[config.mk]
export PLATFORM = sky130hd
export DESIGN_NAME = ws2812_rx
export DESIGN_NICKNAME = d
export VERILOG_FILES = /design/src/rtl/ws2812_pkg.sv /design/src/rtl/ws2812_rx_sync.sv /design/src/rtl/ws2812_rx.sv
export SDC_FILE = /design/constraint.sdc
export NUM_CORES = 1
export LEC_CHECK = 0
export CAP_MARGIN = 25
export CORE_MARGIN = 4
export CORE_UTILIZATION = 55
export CTS_BUF_LIST = sky130_fd_sc_hd__clkbuf_4 sky130_fd_sc_hd__clkbuf_8
export DETAILED_ROUTE_END_ITERATION = 7
export DONT_BUFFER_PORTS = 1
export PLACE_DENSITY_LB_ADDON = 0.2
export REMOVE_ABC_BUFFERS = 1
export SETUP_SLACK_MARGIN = 0.2
export SLEW_MARGIN = 20
export SYNTH_ARGS = -nofsm -noshare
export SYNTH_HDL_FRONTEND = slang
export SYNTH_SLANG_ARGS = --single-unit
[constraint.sdc]
create_clock -name clk -period 2.46 [get_ports clk]
set_clock_uncertainty 0.05 [all_clocks]
set_input_delay 0.615 -clock clk [delete_from_list [all_inputs] [get_ports clk]]
set_output_delay 0.615 -clock clk [all_outputs]
set_load 0.05 [all_outputs]
[src/rtl/ws2812_pkg.sv]
// Shared types and timing constants for the WS2812 receive path.
// All timing values are clock counts derived from the system clock frequency.
package ws2812_pkg;

    localparam int unsigned DEF_CLK_FRE      = 32_940_000;
    localparam int unsigned DEF_WS2812_WIDTH = 24;

    localparam int unsigned CNT_W     = 16;
    localparam int unsigned BIT_CNT_W = 5;
    localparam int unsigned PIX_CNT_W = 9;

    typedef enum logic [1:0] {
        SYNC      = 2'd0,
        WAIT_HIGH = 2'd1,
        MEAS_HIGH = 2'd2
    } rx_state_t;

    function automatic int unsigned cyc_us(input int unsigned clk_fre);
        return clk_fre / 1_000_000;
    endfunction

    // High time at or above this decodes as a 1
    function automatic int unsigned thresh_cyc(input int unsigned clk_fre);
        return cyc_us(clk_fre) * 5 / 8;
    endfunction

    function automatic int unsigned min_high_cyc(input int unsigned clk_fre);
        return cyc_us(clk_fre) / 5;
    endfunction

    function automatic int unsigned max_high_cyc(input int unsigned clk_fre);
        return cyc_us(clk_fre) * 3 / 2;
    endfunction

    function automatic int unsigned reset_low_cyc(input int unsigned clk_fre);
        return cyc_us(clk_fre) * 50;
    endfunction

endpackage

[src/rtl/ws2812_rx_sync.sv]
// Two-flop synchronizer for the asynchronous data line plus a delay stage
// used for edge detection.
module ws2812_rx_sync (
    input  logic clk,
    input  logic reset,
    input  logic din,
    output logic s2,
    output logic rise,
    output logic fall
);

    logic s1;
    logic s3;

    always_ff @(posedge clk or negedge reset) begin
        if (!reset) begin
            s1 <= 1'b0;
            s2 <= 1'b0;
            s3 <= 1'b0;
        end else begin
            s1 <= din;
            s2 <= s1;
            s3 <= s2;
        end
    end

    assign rise = s2 & ~s3;
    assign fall = ~s2 & s3;

endmodule

[src/rtl/ws2812_rx.sv]
// WS2812 line decoder: recovers LSB-first pixel words, per-frame indices and
// frame boundaries. Define WS2812_RX_FWD_EN to regenerate the downstream line.
module ws2812_rx
    import ws2812_pkg::*;
#(
    parameter int unsigned CLK_FRE      = DEF_CLK_FRE,
    parameter int unsigned WS2812_WIDTH = DEF_WS2812_WIDTH
) (
    input  logic                    clk,
    input  logic                    reset,
    input  logic                    din,
    output logic [WS2812_WIDTH-1:0] pixel,
    output logic                    pixel_valid,
    output logic [PIX_CNT_W-1:0]    pixel_idx,
    output logic                    frame_done,
    output logic                    bit_err,
    output logic                    dout
);

    localparam logic [CNT_W-1:0]     THRESH    = CNT_W'(thresh_cyc(CLK_FRE));
    localparam logic [CNT_W-1:0]     MIN_HIGH  = CNT_W'(min_high_cyc(CLK_FRE));
    localparam logic [CNT_W-1:0]     MAX_HIGH  = CNT_W'(max_high_cyc(CLK_FRE));
    localparam logic [CNT_W-1:0]     RESET_LOW = CNT_W'(reset_low_cyc(CLK_FRE));
    localparam logic [BIT_CNT_W-1:0] BIT_FULL  = BIT_CNT_W'(WS2812_WIDTH);

    logic s2;
    logic rise;
    logic fall;

    ws2812_rx_sync u_sync (
        .clk   (clk),
        .reset (reset),
        .din   (din),
        .s2    (s2),
        .rise  (rise),
        .fall  (fall)
    );

    rx_state_t                state,       state_n;
    logic [CNT_W-1:0]         clk_count,   clk_count_n;
    logic [BIT_CNT_W-1:0]     bit_cnt,     bit_cnt_n;
    logic [PIX_CNT_W-1:0]     pix_cnt,     pix_cnt_n;
    logic [WS2812_WIDTH-1:0]  shreg,       shreg_n;
    logic                     cpl,         cpl_n;
    logic [PIX_CNT_W-1:0]     cpl_idx,     cpl_idx_n;
    logic                     has_pix,     has_pix_n;
    logic [WS2812_WIDTH-1:0]  pixel_n;
    logic [PIX_CNT_W-1:0]     pixel_idx_n;
    logic                     pixel_valid_n;
    logic                     frame_done_n;
    logic                     bit_err_n;
    logic [CNT_W-1:0]         cnt_inc_c;

    assign cnt_inc_c = (clk_count == '1) ? clk_count : clk_count + CNT_W'(1);

    always_ff @(posedge clk or negedge reset) begin
        if (!reset) begin
            state       <= SYNC;
            clk_count   <= '0;
            bit_cnt     <= '0;
            pix_cnt     <= '0;
            shreg       <= '0;
            cpl         <= 1'b0;
            cpl_idx     <= '0;
            has_pix     <= 1'b0;
            pixel       <= '0;
            pixel_idx   <= '0;
            pixel_valid <= 1'b0;
            frame_done  <= 1'b0;
            bit_err     <= 1'b0;
        end else begin
            state       <= state_n;
            clk_count   <= clk_count_n;
            bit_cnt     <= bit_cnt_n;
            pix_cnt     <= pix_cnt_n;
            shreg       <= shreg_n;
            cpl         <= cpl_n;
            cpl_idx     <= cpl_idx_n;
            has_pix     <= has_pix_n;
            pixel       <= pixel_n;
            pixel_idx   <= pixel_idx_n;
            pixel_valid <= pixel_valid_n;
            frame_done  <= frame_done_n;
            bit_err     <= bit_err_n;
        end
    end

    always_comb begin
        state_n       = state;
        clk_count_n   = clk_count;
        bit_cnt_n     = bit_cnt;
        pix_cnt_n     = pix_cnt;
        shreg_n       = shreg;
        cpl_n         = 1'b0;
        cpl_idx_n     = cpl_idx;
        has_pix_n     = has_pix;
        pixel_n       = pixel;
        pixel_idx_n   = pixel_idx;
        pixel_valid_n = 1'b0;
        frame_done_n  = 1'b0;
        bit_err_n     = 1'b0;

        // Pixel completion: close the word one cycle after its last bit, publish the next
        if (cpl) begin
            pixel_n       = shreg;
            pixel_idx_n   = cpl_idx;
            pixel_valid_n = 1'b1;
        end
        if (bit_cnt == BIT_FULL) begin
            cpl_n     = 1'b1;
            cpl_idx_n = pix_cnt;
            pix_cnt_n = pix_cnt + PIX_CNT_W'(1);
            bit_cnt_n = '0;
            has_pix_n = 1'b1;
        end

        case (state)
            SYNC: begin
                if (s2) begin
                    clk_count_n = '0;
                end else begin
                    clk_count_n = cnt_inc_c;
                    if (clk_count >= RESET_LOW) begin
                        state_n   = WAIT_HIGH;
                        bit_cnt_n = '0;
                        pix_cnt_n = '0;
                        has_pix_n = 1'b0;
                    end
                end
            end

            WAIT_HIGH: begin
                if (rise) begin
                    clk_count_n = CNT_W'(1);
                    state_n     = MEAS_HIGH;
                end else begin
                    clk_count_n = cnt_inc_c;
                    // Reset gap: a partial pixel is an error but still closes the frame
                    if (clk_count == RESET_LOW) begin
                        if (bit_cnt != '0) begin
                            bit_err_n    = 1'b1;
                            frame_done_n = 1'b1;
                        end else if (has_pix) begin
                            frame_done_n = 1'b1;
                        end
                        bit_cnt_n = '0;
                        pix_cnt_n = '0;
                        has_pix_n = 1'b0;
                    end
                end
            end

            MEAS_HIGH: begin
                if (clk_count >= MAX_HIGH || (fall && clk_count < MIN_HIGH)) begin
                    bit_err_n   = 1'b1;
                    state_n     = SYNC;
                    clk_count_n = '0;
                    bit_cnt_n   = '0;
                    pix_cnt_n   = '0;
                    has_pix_n   = 1'b0;
                end else if (fall) begin
                    shreg_n[bit_cnt] = (clk_count >= THRESH);
                    bit_cnt_n        = bit_cnt + BIT_CNT_W'(1);
                    clk_count_n      = CNT_W'(1);
                    state_n          = WAIT_HIGH;
                end else begin
                    clk_count_n = cnt_inc_c;
                end
            end

            default: begin
                state_n     = SYNC;
                clk_count_n = '0;
                bit_cnt_n   = '0;
                pix_cnt_n   = '0;
                has_pix_n   = 1'b0;
            end
        endcase
    end

`ifdef WS2812_RX_FWD_EN
    logic fwd_on;
    logic fwd_clr_c;

    // Forward only after our own pixel has been consumed, until the frame closes
    assign fwd_clr_c = frame_done_n | (state_n == SYNC);

    always_ff @(posedge clk or negedge reset) begin
        if (!reset) begin
            fwd_on <= 1'b0;
        end else if (fwd_clr_c) begin
            fwd_on <= 1'b0;
        end else if (cpl) begin
            fwd_on <= 1'b1;
        end
    end

    assign dout = fwd_on & s2;
`else
    assign dout = 1'b0;
`endif

endmodule
# Word level (Yosys, flattened, before mapping)
# Cells that the tools add are included.
[word_totals]
register_bits = 106
in_bits = 3
out_inout_bits = 37
word_cells = 95
[classes]
add_sub_neg = 3
magnitude_cmp = 6
eq_ne = 9
muxes = 49
bitwise = 5
n_reduce_logical = 7
[op_table]
columns = ["cell", "count"]
rows = [
  ["$mux W16", 5],
  ["$mux W9", 6],
  ["$pmux W16 S3", 1],
  ["$mux W5", 7],
  ["$pmux W9 S3", 1],
  ["$bwmux W24", 1],
  ["$mux W1", 18],
  ["$add A16 B1 Y16 const B", 1],
  ["$eq A16 B11 Y1 const B", 1],
  ["$eq A16 B16 Y1 const B", 1],
  ["$ge A16 B11 Y1 const B", 1],
  ["$ge A16 B5 Y1 const B", 1],
  ["$ge A16 B6 Y1 const B", 1],
  ["$lt A16 B3 Y1 const B", 1],
  ["$pmux W5 S3", 1],
  ["$mux W2", 5],
  ["$add A9 B1 Y9 const B", 1],
  ["$lt A5 B6 Y1 const B", 1],
  ["$ne A2 B2 Y1 const B", 3],
  ["$pmux W2 S3", 1],
  ["$add A5 B1 Y5 const B", 1],
  ["$demux W1 S5", 1],
  ["$eq A5 B5 Y1 const B", 1],
  ["$ge A5 B1 Y1 const B", 1],
  ["other kinds (13)", 17],
]

# Depth between registers and ports, before layout
[depth]
depth_word = 6
mapped_depth = 9
mapped_depth_nobuf = 8

# By module
# Synthesis repeated with hierarchy kept, for this count alone.
[hier_totals]
cells_unflattened = 431
area_unflattened_um2 = 4872.2
[by_module_without_submodules]
columns = ["mod", "n_inst", "cells_each", "area_each_um2"]
rows = [
  ["ws2812_rx", 1, 426, 4782.1],
  ["ws2812_rx_sync", 1, 5, 90.1],
]

# Least setup slack after synthesis
# Ideal clock, no wire load.
[synth_timing]
path_type = "flip-flop to flip-flop"
start = "register clk_count[15]"
end = "register shreg[11]"
setup_ns = 0.125
arrival_time_ns = 1.979
required_time_ns = 2.285
slack_ns = 0.306
stages_incl_launch_ff = 7
n_path_buf = 1
period_less_slack_ns = 2.154
path_cell_list = "dfrtp_1 or4_4 nor3_4 buf_6 nand4_1 nor2_1 mux2_2"
[synth_between]
elab_chain_cells = 5
elab_cells_between_ends = 8
cone_classes = "order compare: 3; mux: 1; bitwise: 1; reduce/logical: 3"
[synth_lines]
columns = ["element", "line_no", "text"]
rows = [
  ["from (decl)", "ws2812_rx.sv:40", "logic [CNT_W-1:0] clk_count, clk_count_n;"],
  ["from (signal assigned)", "ws2812_rx.sv:73", "clk_count <= clk_count_n;"],
  ["$lt A16 B3 Y1", "ws2812_rx.sv:154", "if (clk_count >= MAX_HIGH || (fall && clk_count < MIN_HIGH)) begin"],
  ["$logic_and A1 B1 Y1", "ws2812_rx.sv:154", ""],
  ["$logic_or A1 B1 Y1", "ws2812_rx.sv:154", ""],
  ["$not A1 Y1 (no line)", "-", ""],
  ["$reduce_and A3 Y1 (no line)", "-", ""],
  ["to (signal assigned)", "ws2812_rx.sv:76", "shreg <= shreg_n;"],
  ["to (decl)", "ws2812_rx.sv:43", "logic [WS2812_WIDTH-1:0] shreg, shreg_n;"],
]
# Parallel ways exist; a longest one is shown, timed or not.
# A chain may end at the register's enable or synchronous reset.

# Worst setup path in the final report
[layout_timing]
start = "register clk_count[10]"
end = "register shreg[15]"
# Same word-level chain as after synthesis.

==> reports/qor.txt <==
reported max-cap violation count -> 0
worst endpoint required time -> 2.67 ns
Total GRT Usage -> 18.8%
NetSw -> 0.668 mW
dpl cell area -> 0.00505 mm^2
Final #Nets -> 470
worst setup margin -> 0.204 ns
area of the mapped netlist -> 0.00495 mm^2
# setup viols final -> 0
CP startpoint kind -> flop
reg2reg end -> shreg[15]
crit path DAT -> 2.46 ns
CTS Root Buffer Type -> clkbuf_8
final wirelength -> 9910 um
cell mode on critical path -> buf_4
Clk pin slew, worst setup/hold paths -> 0.10 ns
Num CTS Buffers -> 9
vias per inst -> 5.93
fin area -> 0.00542 mm^2
Routed Antenna Nets -> 0
PwrDens -> 541 mW/mm^2
Clock Tree Buf Depth -> 2
Reg power frac -> 59.9%
clock share of power -> 38.7%
largest net degree at the start of global routing -> 107
Leak -> 2.55 nW
Initial Util -> 56.7%
CORE AREA -> 0.00872 mm^2
length of the first detailed-routing pass in iterations -> 4
die width -> 103 um
reg2reg start -> clk_count[10]
Setup CP Type -> reg2reg
Die Ht -> 103 um
FP Rows -> 34
Primary FF master, synth -> dfrtp_1
Remaining Overflow, GRT -> 0
maximum clock rate -> 0.443 GHz
clock sink total -> 106
R2R depth -> 7
vias in the first global route -> 3305
Slew Limit Fails -> 0
number of standard cells after synthesis -> 446
Placement Setup Slack -> -0.0648 ns
Util after Layout -> 62.2%
GP Congestion -> 0.890
status -> finished, violations left
Port-buffer cells -> 0
TritonCTS clock tree -> yes
Ports -> 40
unrepaired setup endpoints after global routing -> yes
R2R Setup Slk -> 0.20 ns
global-route wire length before repair -> 15800 um
crit path cell chain -> or4_4 > nor3_4 > buf_4 > nand4_1 > buf_4 > nor2_1 > mux2_2
Fin Setup TNS -> 0 ns
Worst VDD drop -> 0.285 mV
clock period minus worst slack -> 2.26 ns
P&R area growth vs syn -> 9.66%
die footprint -> 0.0106 mm^2
slowest CP cell -> or4_4
initial antenna violation count -> 0
Post-synth EDFFs -> 0
Syn. warnings -> 0
Internal -> 2.27 mW
sequential fraction of the synthesis area -> 53.6%
crit end category -> flop
post-synthesis async set-or-reset flop share -> 100%
clk_lat worst skew -> 0.38 ns
DRT iter0 DRCs -> 197
via count -> 3375
H-tree levels -> 3
failing checks -> hold timing
post-detail-place hpwl -> 6450 um
DRC errors left -> 0
number of synthesized register bits -> 106
ant diodes -> 0
Hold Vio Cnt, Final -> 106
combinational share of power -> 1.4%
Slowest Stage Delay on Critical Path -> 0.56 ns
synth unique cells -> 56
Hold Crit Class -> in2async
Min Hold Slack -> -0.128 ns
fin crit share -> 91.7%
Worst Path Max Fanout -> 7
Synth Area per Inst -> 11.1 um^2
share of cells above drive strength 1 -> 25.8%
switching part of the total power -> 22.8%
wire length per cell -> 17.4 um
==> layout by cell type, fill, tap and decap left out, drive strengths merged, types with 2 or more instances in the layout <==
master	synthesis	layout
nand3	12	12
buf	8	23
mux2	57	57
mux2i	3	3
a21oi	6	6
nor3	6	6
inv	11	15
nor2	58	58
o22ai	2	2
and4	5	5
o21a	2	2
o211ai	2	2
a211oi	3	3
a2111oi	4	4
nor3b	2	2
or4	4	4
nand2	50	50
clkinv	1	2
clkbuf	16	10
nand2b	3	3
xnor2	9	9
nor4	6	6
a41oi	2	2
nand4	12	12
dfrtp	106	106
xor2	11	11
ha	11	11
and3	4	4
o21ai	4	4
a31oi	6	6
nand3b	4	4
a221o	1	2
==> stage by stage <==
stage                     power (mW)  hold WS, ns  cells
after floorplan                 1.81        0.269    421
after detailed placement        1.83        0.272    544
after CTS                       2.96       -0.136    567
after global placement          1.82        0.273    544
after global routing            3.04       -0.148    569
final                           2.94       -0.128    569
==> routing by layer <==
metal / track usage [%] / vias to the layer above / share of wire, % / routed length (um)
met5: 0 / - / 0 / 0
met3: 3.99 / 19 / 4.0 / 397
met4: 6.47 / 0 / 1.7 / 164
met2: 31.0 / 81 / 50 / 4940
met1: 24.8 / 1703 / 44 / 4400
li1: - / 1572 / - / -
==> sequential cells by signal (all words and copies together), names as in the netlist, 2 cells and up <==
signal,flops
state,2
cpl_idx,9
pix_cnt,9
clk_count,16
bit_cnt,5
shreg,24
pixel_idx,9
pixel,24
==> cells in the mapped netlist (2+ instances only) <==
cell         n  area [um^2]
nand2_1     49          184
a41oi_1      2         17.5
nor3_1       5         25.0
or4_1        2         15.0
buf_6        3         33.8
nor2_1      58          218
nand3b_1     4         30.0
a211oi_1     3         22.5
dfrtp_1    106         2650
o22ai_1      2         12.5
inv_1       11         41.3
nand2b_1     3         18.8
nor4_1       6         37.5
buf_2        4         20.0
o211ai_1     2         15.0
a2111oi_0    3         26.3
xor2_1      11         96.3
or4_4        2         22.5
o21ai_0      4         20.0
mux2_2      57          642
a31oi_1      6         37.5
and3_2       2         15.0
xnor2_1      9         78.8
nor3b_1      2         15.0
clkbuf_1    14         52.6
a21oi_1      6         30.0
and3_1       2         12.5
and4_1       5         43.8
mux2i_1      3         30.0
nand4_1     12         75.1
nand3_1     12         60.1
ha_1        11          138
o21a_1       2         15.0
==> repair_timing <==
action | CTS | global route
setup endpoints to repair | 43 | 40
hold endpoints to repair | 106 | 106
gates resized for setup | 5 | 13
cloned | 0 | 1
buffers inserted | 7 | 1
pin swaps | 5 | 2
==> worst max-delay path, delay by kind of cell (launching register included) <==
| kind | cells | cell delay, ns |
|---|---|---|
| mux | 1 | 0.35 |
| simple gates | 4 | 0.97 |
| buf+inv | 2 | 0.35 |
| flops | 1 | 0.41 |
==> final cells by class <==
class                           count  area [um^2]
Timing Repair Buffer               23          173
Multi-Input combinational cell    304         2210
Fill cell                         709         3300
Tap cell                          108          135
Clock inverter                      6         78.8
Clock buffer                       10          131
Sequential cell                   106         2650
Inverter                           12         45.0
==> power by group through the flow <==
stage / logic [mW] / registers [mW] / clock network, mW
3_5_place_dp: 0.0347 / 1.79 / 0
3_3_place_gp: 0.0343 / 1.79 / 0
6_report: 0.0413 / 1.76 / 1.14
2_1_floorplan: 0.0249 / 1.79 / 0
4_1_cts: 0.0369 / 1.76 / 1.16
5_1_grt: 0.0444 / 1.76 / 1.23
==> logic make-up (layout without fill, tap and decap cells) <==
logic type,Yosys count,in the layout,share of synthesized area [%]
AO/OA/AOI/OAI,39,40,5.54
adder cells (fa/ha/maj),11,11,2.78
multiplexers,60,60,13.6
AND/OR/NAND/NOR,172,172,17.1
flip-flops,106,106,53.6
XOR/XNOR,20,20,3.54
other,1,1,0.0758
buffers and inverters,37,51,3.79
==> worst max-delay path by stage <==
stage | slack [ns] | startpoint | depth (start not counted) | to
finish | 0.20 | clk_count[10] | 7 | shreg[15]
global route | 0.14 | clk_count[10] | 6 | bit_cnt[0]
CTS | 0.22 | clk_count[1] | 5 | clk_count[15]
detailed placement | -0.06 | clk_count[15] | 6 | bit_cnt[0]
global placement | 0.03 | clk_count[15] | 6 | bit_cnt[0]
floorplan | -0.03 | state[0] | 7 | shreg[11]
(Power assumes the default switching activity.)
